### src/rtl/servant_uart_rx.sv
// Wishbone-attached 8N1 UART receiver for the servant SoC.
// Oversamples i_rx with a programmable divisor and holds one received byte.
module servant_uart_rx #(
  parameter int DIVISOR = 139
) (
  input  logic        i_wb_clk,
  input  logic        i_wb_rst_n,
  input  logic        i_wb_cyc,
  input  logic        i_wb_we,
  input  logic [31:0] i_wb_dat,
  output logic [31:0] o_wb_rdt,
  output logic        o_wb_ack,
  input  logic        i_rx,
  output logic        o_irq
);

  localparam int CNT_W = (DIVISOR > 1) ? $clog2(DIVISOR) : 1;
  localparam logic [CNT_W-1:0] BIT_LAST  = CNT_W'(DIVISOR - 1);
  localparam logic [CNT_W-1:0] HALF_LAST = CNT_W'(DIVISOR / 2 - 1);

  typedef enum logic [1:0] {
    IDLE,
    START,
    DATA,
    STOP
  } state_t;

  state_t           state;
  logic [CNT_W-1:0] cnt;
  logic [2:0]       bit_idx;
  logic [7:0]       shift;
  logic             rx_meta, rx_s, rx_q;

  logic [7:0]       data;
  logic             valid, ferr, ovr;
  logic             ack;
  logic [31:0]      rdt;

  logic             acc, rd_clr, ferr_clr, ovr_clr;
  logic             stop_tick, byte_done, frame_err;
  logic             unused_dat;

  // Only bits 9 and 10 of the write data carry meaning.
  assign unused_dat = ^{i_wb_dat[31:11], i_wb_dat[8:0]};

  assign acc      = i_wb_cyc & ~ack;
  assign rd_clr   = acc & ~i_wb_we;
  assign ferr_clr = acc & i_wb_we & i_wb_dat[9];
  assign ovr_clr  = acc & i_wb_we & i_wb_dat[10];

  assign stop_tick = (state == STOP) && (cnt == BIT_LAST);
  assign byte_done = stop_tick & rx_s;
  assign frame_err = stop_tick & ~rx_s;

  // NOTE: sequential state uses non-blocking assignments so every flop samples pre-edge values.
  // Synchronizer resets to the idle line level so reset release never looks like a start bit.
  always_ff @(posedge i_wb_clk or negedge i_wb_rst_n) begin
    if (!i_wb_rst_n) begin
      rx_meta <= 1'b1;
      rx_s    <= 1'b1;
      rx_q    <= 1'b1;
    end else begin
      rx_meta <= i_rx;
      rx_s    <= rx_meta;
      rx_q    <= rx_s;
    end
  end

  always_ff @(posedge i_wb_clk or negedge i_wb_rst_n) begin
    if (!i_wb_rst_n) begin
      state   <= IDLE;
      cnt     <= '0;
      bit_idx <= '0;
      shift   <= '0;
    end else begin
      case (state)
        IDLE: begin
          if (!rx_s && rx_q) begin
            state <= START;
            cnt   <= '0;
          end
        end
        START: begin
          if (cnt == HALF_LAST) begin
            cnt     <= '0;
            bit_idx <= '0;
            state   <= rx_s ? IDLE : DATA;
          end else begin
            cnt <= cnt + CNT_W'(1);
          end
        end
        DATA: begin
          if (cnt == BIT_LAST) begin
            cnt     <= '0;
            shift   <= {rx_s, shift[7:1]};
            bit_idx <= bit_idx + 3'd1;
            if (bit_idx == 3'd7) state <= STOP;
          end else begin
            cnt <= cnt + CNT_W'(1);
          end
        end
        STOP: begin
          // Return at mid stop bit so a following start edge is not missed.
          if (cnt == BIT_LAST) begin
            cnt   <= '0;
            state <= IDLE;
          end else begin
            cnt <= cnt + CNT_W'(1);
          end
        end
        default: begin
          state <= IDLE;
          cnt   <= '0;
        end
      endcase
    end
  end

  // Status flags: a set on the same edge as its clear wins.
  always_ff @(posedge i_wb_clk or negedge i_wb_rst_n) begin
    if (!i_wb_rst_n) begin
      data  <= '0;
      valid <= 1'b0;
      ferr  <= 1'b0;
      ovr   <= 1'b0;
      ack   <= 1'b0;
      rdt   <= '0;
    end else begin
      ack <= acc;
      if (acc) rdt <= {21'b0, ovr, ferr, valid, data};
      if (byte_done) data <= shift;
      valid <= byte_done | (valid & ~rd_clr);
      ferr  <= frame_err | (ferr & ~ferr_clr);
      ovr   <= (byte_done & valid & ~rd_clr) | (ovr & ~ovr_clr);
    end
  end

  assign o_wb_ack = ack;
  assign o_wb_rdt = rdt;
  assign o_irq    = valid;

endmodule

### config.mk
export PLATFORM = sky130hd
export DESIGN_NAME = servant_uart_rx
export DESIGN_NICKNAME = d
export VERILOG_FILES = /design/src/rtl/servant_uart_rx.sv
export SDC_FILE = /design/constraint.sdc
export NUM_CORES = 1
export LEC_CHECK = 0
export BUFFER_PORTS_ARGS = -buffer_cell sky130_fd_sc_hd__buf_2
export CAP_MARGIN = 40
export CORE_MARGIN = 4
export CORE_UTILIZATION = 35
export CTS_BUF_LIST = sky130_fd_sc_hd__clkbuf_8
export CTS_CLUSTER_DIAMETER = 60
export DETAILED_ROUTE_END_ITERATION = 8
export PLACE_DENSITY = 0.55
export SYNTH_ARGS = -nofsm -noshare
export SYNTH_HDL_FRONTEND = slang
export SYNTH_SLANG_ARGS = --single-unit
### constraint.sdc
create_clock -name i_wb_clk -period 2.1 [get_ports i_wb_clk]
set_clock_uncertainty 0.05 [all_clocks]
set_input_delay 0.525 -clock i_wb_clk [delete_from_list [all_inputs] [get_ports i_wb_clk]]
set_output_delay 0.525 -clock i_wb_clk [all_outputs]
set_load 0.05 [all_outputs]
=== After elaboration in Yosys (flattened, before gate mapping) ===
Cells that the tools add are included.
Widths: inputs -> output; s select.

* Output and inout port bits: 34
* Logic and storage cells: 70
* Bits of input ports: 37
* Register bits after elaboration: 47

* Equal/unequal tests: 11
* Mux-type cells: 14
* Reductions and logical operators: 9
* Add/sub/neg operators: 2
* Bitwise logic cells: 21

{| class="wikitable"
|+ Operators with widths
! operator !! count
|-
| $mux 8 || 3
|-
| $pmux 8 s3 || 1
|-
| $and 1x1->1 || 12
|-
| $mux 2 || 6
|-
| $add 8x1->8 const B || 1
|-
| $eq 8x7->1 const B || 1
|-
| $eq 8x8->1 const B || 1
|-
| $ne 2x2->1 const B || 4
|-
| $pmux 2 s4 || 1
|-
| $mux 3 || 2
|-
| $not 1->1 || 6
|-
| $pmux 3 s2 || 1
|-
| $reduce_and 5->1 || 1
|-
| $eq 2x2->1 const B || 2
|-
| $add 3x1->3 const B || 1
|-
| $eq 3x3->1 const B || 1
|-
| $or 1x1->1 || 3
|-
| $reduce_and 3->1 || 1
|-
| $eq 2x1->1 const B || 1
|-
| $logic_and 1x1->1 || 2
|-
| $logic_not 2->1 || 1
|-
| $ne 2x1->1 const B || 1
|-
| $reduce_and 2->1 || 1
|-
| $reduce_bool 2->1 || 1
|-
| 2 further kinds || 2
|}

=== Logic depth before layout (Yosys ltp) ===
* Depth in word-level cells: 7
* Mapped depth: 7
* Depth with buffers taken out: 6

=== Worst setup path after synthesis ===
No wires, ideal clock.

* Path type: flip-flop to flip-flop
* Start point: register cnt[0]
* End point: register shift[1]
* Slack: 477 ps
* Required time: 1925 ps
* Stages on the path, launching flop included: 7
* Buffers on the path: 1
* Clock period less this slack: 1623 ps
* Library setup time: 125 ps
* Arrival: 1448 ps
* Cell sequence: dfrtp_1 > inv_1 > ha_1 > and4bb_4 > nand4_4 > buf_6 > mux2_4

* Longest elaborated chain between the ends: 2

{| class="wikitable"
|+ Ends and longest elaborated chain
! item !! RTL line !! text
|-
| start, declared || 29 || <nowiki>logic [CNT_W-1:0] cnt;</nowiki>
|-
| start signal, assigned || 89 || <nowiki>cnt <= cnt + CNT_W'(1);</nowiki>
|-
| start signal, assigned || 99 || <nowiki>cnt <= cnt + CNT_W'(1);</nowiki>
|-
| start signal, assigned || 108 || <nowiki>cnt <= cnt + CNT_W'(1);</nowiki>
|-
| $eq 8x8->1 || 93 || <nowiki>if (cnt == BIT_LAST) begin</nowiki>
|-
| $reduce_and 2->1 (no source line) || n/a ||
|-
| end signal, assigned || 95 || <nowiki>shift <= {rx_s, shift[7:1]};</nowiki>
|-
| end, declared || 31 || <nowiki>logic [7:0] shift;</nowiki>
|}

Every way passes these cells.
A chain may end at the register's enable or synchronous reset.

=== Final worst setup path ===
* Start point: register cnt[0]
* End point: register cnt[6]

* Longest elaborated chain between the ends: 3
* Elaborated cells on any way between the ends: 6
* Those cells by class: add/sub: 1; eq/ne: 2; mux: 3

{| class="wikitable"
|+ Ends and longest elaborated chain
! item !! RTL line !! text
|-
| $add 8x1->8 (tied with other cells) || 89, 99, 108 ||
|-
| $mux 8 (on tied branches) || 93, 104, 84 ||
|-
| $pmux 8 s3 (*) || 76 || <nowiki>case (state)</nowiki>
|}

Every way passes the cells marked *; elsewhere a longest branch is shown, timed or not.

==> impl_summary.txt <==
----------------------------------------------------
[Detailed routing]
  Number of violations reported at the end of detailed-routing iteration 0 ... 70
  Routed len/inst ... 11.98 um
  DRT Wirelength ... 3750 um
  Drt first pass iters ... 4
  Via count of the routed design ... 1,429
  # DRC ... 0
  Antenna-violating nets left ... 0
  Via density per instance ... 4.565

[GRT]
  Largest net degree at the start of global routing ... 33
  Met3 capacity usage during global routing ... 0.03724
  Global routing met1 resource utilization ... 0.1432
  Initial antenna violation count ... 0
  Met2 track utilization from global routing ... 0.1550
  Global-route wire length before repair ... 6285 um
  Number of global-route vias before repair ... 1,308
  GRT Util Overall ... 0.1039
  Most utilized layer in the global route result ... met2
  GR Overflow Total ... 0

[Layout]
  Sequential cell area in the final layout ... 1180 um2
  Area used by multi-input combinational logic ... 932.1 um2
  Commonest cells after routing, fill and taps aside ... nand2_1 (46), dfrtp_1 (44), conb_1 (21), buf_2 (19), o21ai_0 (13)
  Number of fill cells in the layout ... 637
  Area Overhead vs Synth ... 9.311%
  Diodes inserted ... 0
  Number of nets in the layout ... 277
  Most common cell after layout, fill and taps aside ... nand2_1
  Layout cell share with drive strength beyond 1 ... 0.2331
  Final Cell Area ... 2482 um2

[CTS]
  Clock Sink Count ... 47
  Clock root buffer master ... clkbuf_8
  TritonCTS buffer count ... 5
  Hold buffer count at CTS ... 0
  H-tree levels ... 2
  TritonCTS clock tree ... built
  Maximum clock insertion buffer count ... 2
  Register clock-pin slew on the reported worst setup and hold paths ... 0.09 ns
  Worst-Skew Late Latency ... 0.30 ns
  Setup fix buffers added after clock tree synthesis ... 0
  CTS resizes ... 0

[Synthesis]
  Synth warn ... 0
  Synth Area per Inst ... 10.71 um2
  Distinct cells, synth ... 41
  Mapped Cells ... 212
  Post-synth top area cell ... dfrtp_1
  Post-synth ARST share ... 1.000
  Number of enable flip-flop cells after synthesis ... 0
  Area of the mapped netlist ... 2271 um2
  Synth top area cells ... dfrtp_1 (48%), nand2_1 (7.6%), buf_4 (6.9%)
  Most instantiated flip-flop cell in the synthesis netlist ... dfrtp_1
  Total of flip-flops plus latches after synthesis ... 47
  Proportion of synthesized chip area in sequential cells ... 0.5196
  Area fraction of the dominant cell type after synthesis ... 0.4848

[Floorplanning]
  Overall die width ... 88.55 um
  Total die area ... 7841 um2
  I/O Pins ... 71
  Initial Util ... 0.3597
  Standard-cell rows ... 29
  Die Y-Extent ... 88.55 um
  Core box area ... 6314 um2

[Power]
  Static leakage ... 1.314 nW
  Fraction of power spent switching nets ... 0.3380
  Total power ... 2.100 mW
  Combinational share of power ... 0.203
  Sw power ... 709.7 uW
  Max rail drop VDD ... 0.4085 mV
  Sequential group share of total power ... 0.520
  Internal power contribution ... 1.390 mW
  Part of the power in the clock network ... 0.277
  PD cells ... 845.9 nW/um2

[Worst setup path]
  Required @ worst endpoint ... 2.22 ns
  Critical Path Slowest Stage Cell ... dfrtp_1
  Arrival time of data at the critical path endpoint ... 1.92 ns
  Worst setup EP type ... flip-flop
  Slowest cell delay on critical path ... 0.43 ns
  Reg2reg setup slack ... 0.30 ns
  Launching point of the worst reg2reg path ... cnt[0]
  Setup crit start kind ... flip-flop
  Cell breakdown of the critical path ... inv_1 -> ha_1 -> and4bb_4 -> a21oi_1 -> buf_4 -> nor2_1 -> o21ai_0
  R2r endpoint ... cnt[6]
  Maximum fanout count along the critical path ... 6
  Register-to-Register Path Depth ... 7
  Critical Setup Path Class ... reg -> reg

[STA]
  Fraction of the cycle the final worst path needs ... 0.8572
  Fmax achieved ... 555.5 MHz
  Setup repair after global routing missed its margin ... no
  Final setup vio count ... 0
  Final Hold Viols ... 0
  Final slew viol count ... 0
  Post-route minimum period ... 1.800 ns
  Setup total negative slack ... 0 ns

[Min path]
  Worst Hold Class ... in -> async

[Placed design]
  GPL Wtd Cong ... 0.8033
  Placed Instance Area ... 2384 um2
  Count of buffers inserted at the top-level ports ... 19
  HPWL Detailed ... 2638 um

[Status]
  Outcome ... finished clean

[Run]
  Max-capacitance violation count ... 0

----------------------------------------------------
## power by group through the flow
stage	Sequential [mW]	Combinational (mW)	Clock, mW
final	1.09	0.425	0.582
after global routing	1.11	0.481	0.655
after CTS	1.09	0.431	0.607
after detailed placement	1.11	0.431	0
after global placement	1.11	0.422	0
after floorplan	1.07	0.398	0
## how the worst max path moves through the flow
stage               startpoint  endpoint  depth (start not counted)
global placement        cnt[0]    cnt[6]                          7
floorplan               cnt[0]  shift[1]                          6
CTS                     cnt[0]    cnt[6]                          7
global route            cnt[0]    cnt[3]                          7
finish                  cnt[0]    cnt[6]                          7
detailed placement      cnt[0]    cnt[6]                          7
## cell type report
cell class / count / share of cell area
Sequential cell: 47 / 0.4753
Inverter: 10 / 0.01512
Multi-Input combinational cell: 148 / 0.3755
Tap cell: 77 / 0.03881
Timing Repair Buffer: 23 / 0.05544
Clock buffer: 6 / 0.03327
Clock inverter: 2 / 0.006552
## registers in the layout, summed over array words and instances (netlist names), 3 cells and up, named ones only
name      flops
cnt           8
shift         8
bit_idx       3
o_wb_rdt     11
data          8
## cells in the mapped netlist (2+ instances only)
| cell | count |
|---|---|
| dfrtp_1 | 44 |
| buf_6 | 2 |
| nand3_1 | 5 |
| a21oi_1 | 2 |
| mux2_2 | 9 |
| a221oi_1 | 2 |
| nor3_1 | 3 |
| xor2_1 | 2 |
| nor3b_1 | 2 |
| dfstp_2 | 3 |
| inv_1 | 10 |
| o22ai_1 | 2 |
| nand4_4 | 2 |
| nand2_1 | 46 |
| nor2b_1 | 2 |
| nand4_1 | 2 |
| clkbuf_1 | 3 |
| o21ai_0 | 13 |
| o211ai_1 | 2 |
| nand2b_1 | 2 |
| nor2_1 | 5 |
| ha_1 | 5 |
| mux2_4 | 6 |
| buf_4 | 21 |
## routing by layer
metal	wire [um]	vias up
met1	1831	674
li1	-	720
met2	1669	29
met5	0	-
met3	207	6
met4	42	0
## per-stage QoR
stage / std cells / setup WS, ns / util / hold slack, ns
floorplan: 232 / 0.4766 / - / 0.1794
global placement: 305 / 0.3084 / 0.3775 / 0.2962
CTS: 313 / 0.2931 / 0.3932 / 0.08619
global route: 313 / 0.1768 / 0.3932 / 0.08949
finish: 313 / 0.2999 / 0.3932 / 0.07873
detailed placement: 305 / 0.2981 / 0.3775 / 0.2968
## logic make-up (layout without fill, tap and decap cells)
logic type | count (synthesis) | in the layout | synth area share
AO/OA/AOI/OAI | 28 | 28 | 0.07824
XOR/XNOR | 3 | 3 | 0.01157
adder cells (fa/ha/maj) | 5 | 5 | 0.02755
multiplexers | 15 | 15 | 0.08430
flip-flops | 47 | 47 | 0.5196
other | 1 | 21 | 0.001651
AND/OR/NAND/NOR | 76 | 76 | 0.1741
buffers and inverters | 37 | 41 | 0.1030
## worst max-delay path: cells and delay by family (launching register included)
kind,cells,cell delay (ns)
AO/OA/AOI/OAI,2,0.22
adder cells (fa/ha/maj),1,0.15
AND/OR/NAND/NOR,2,0.56
flip-flops,1,0.43
buffers and inverters,2,0.27
(Power assumes the default switching activity.)
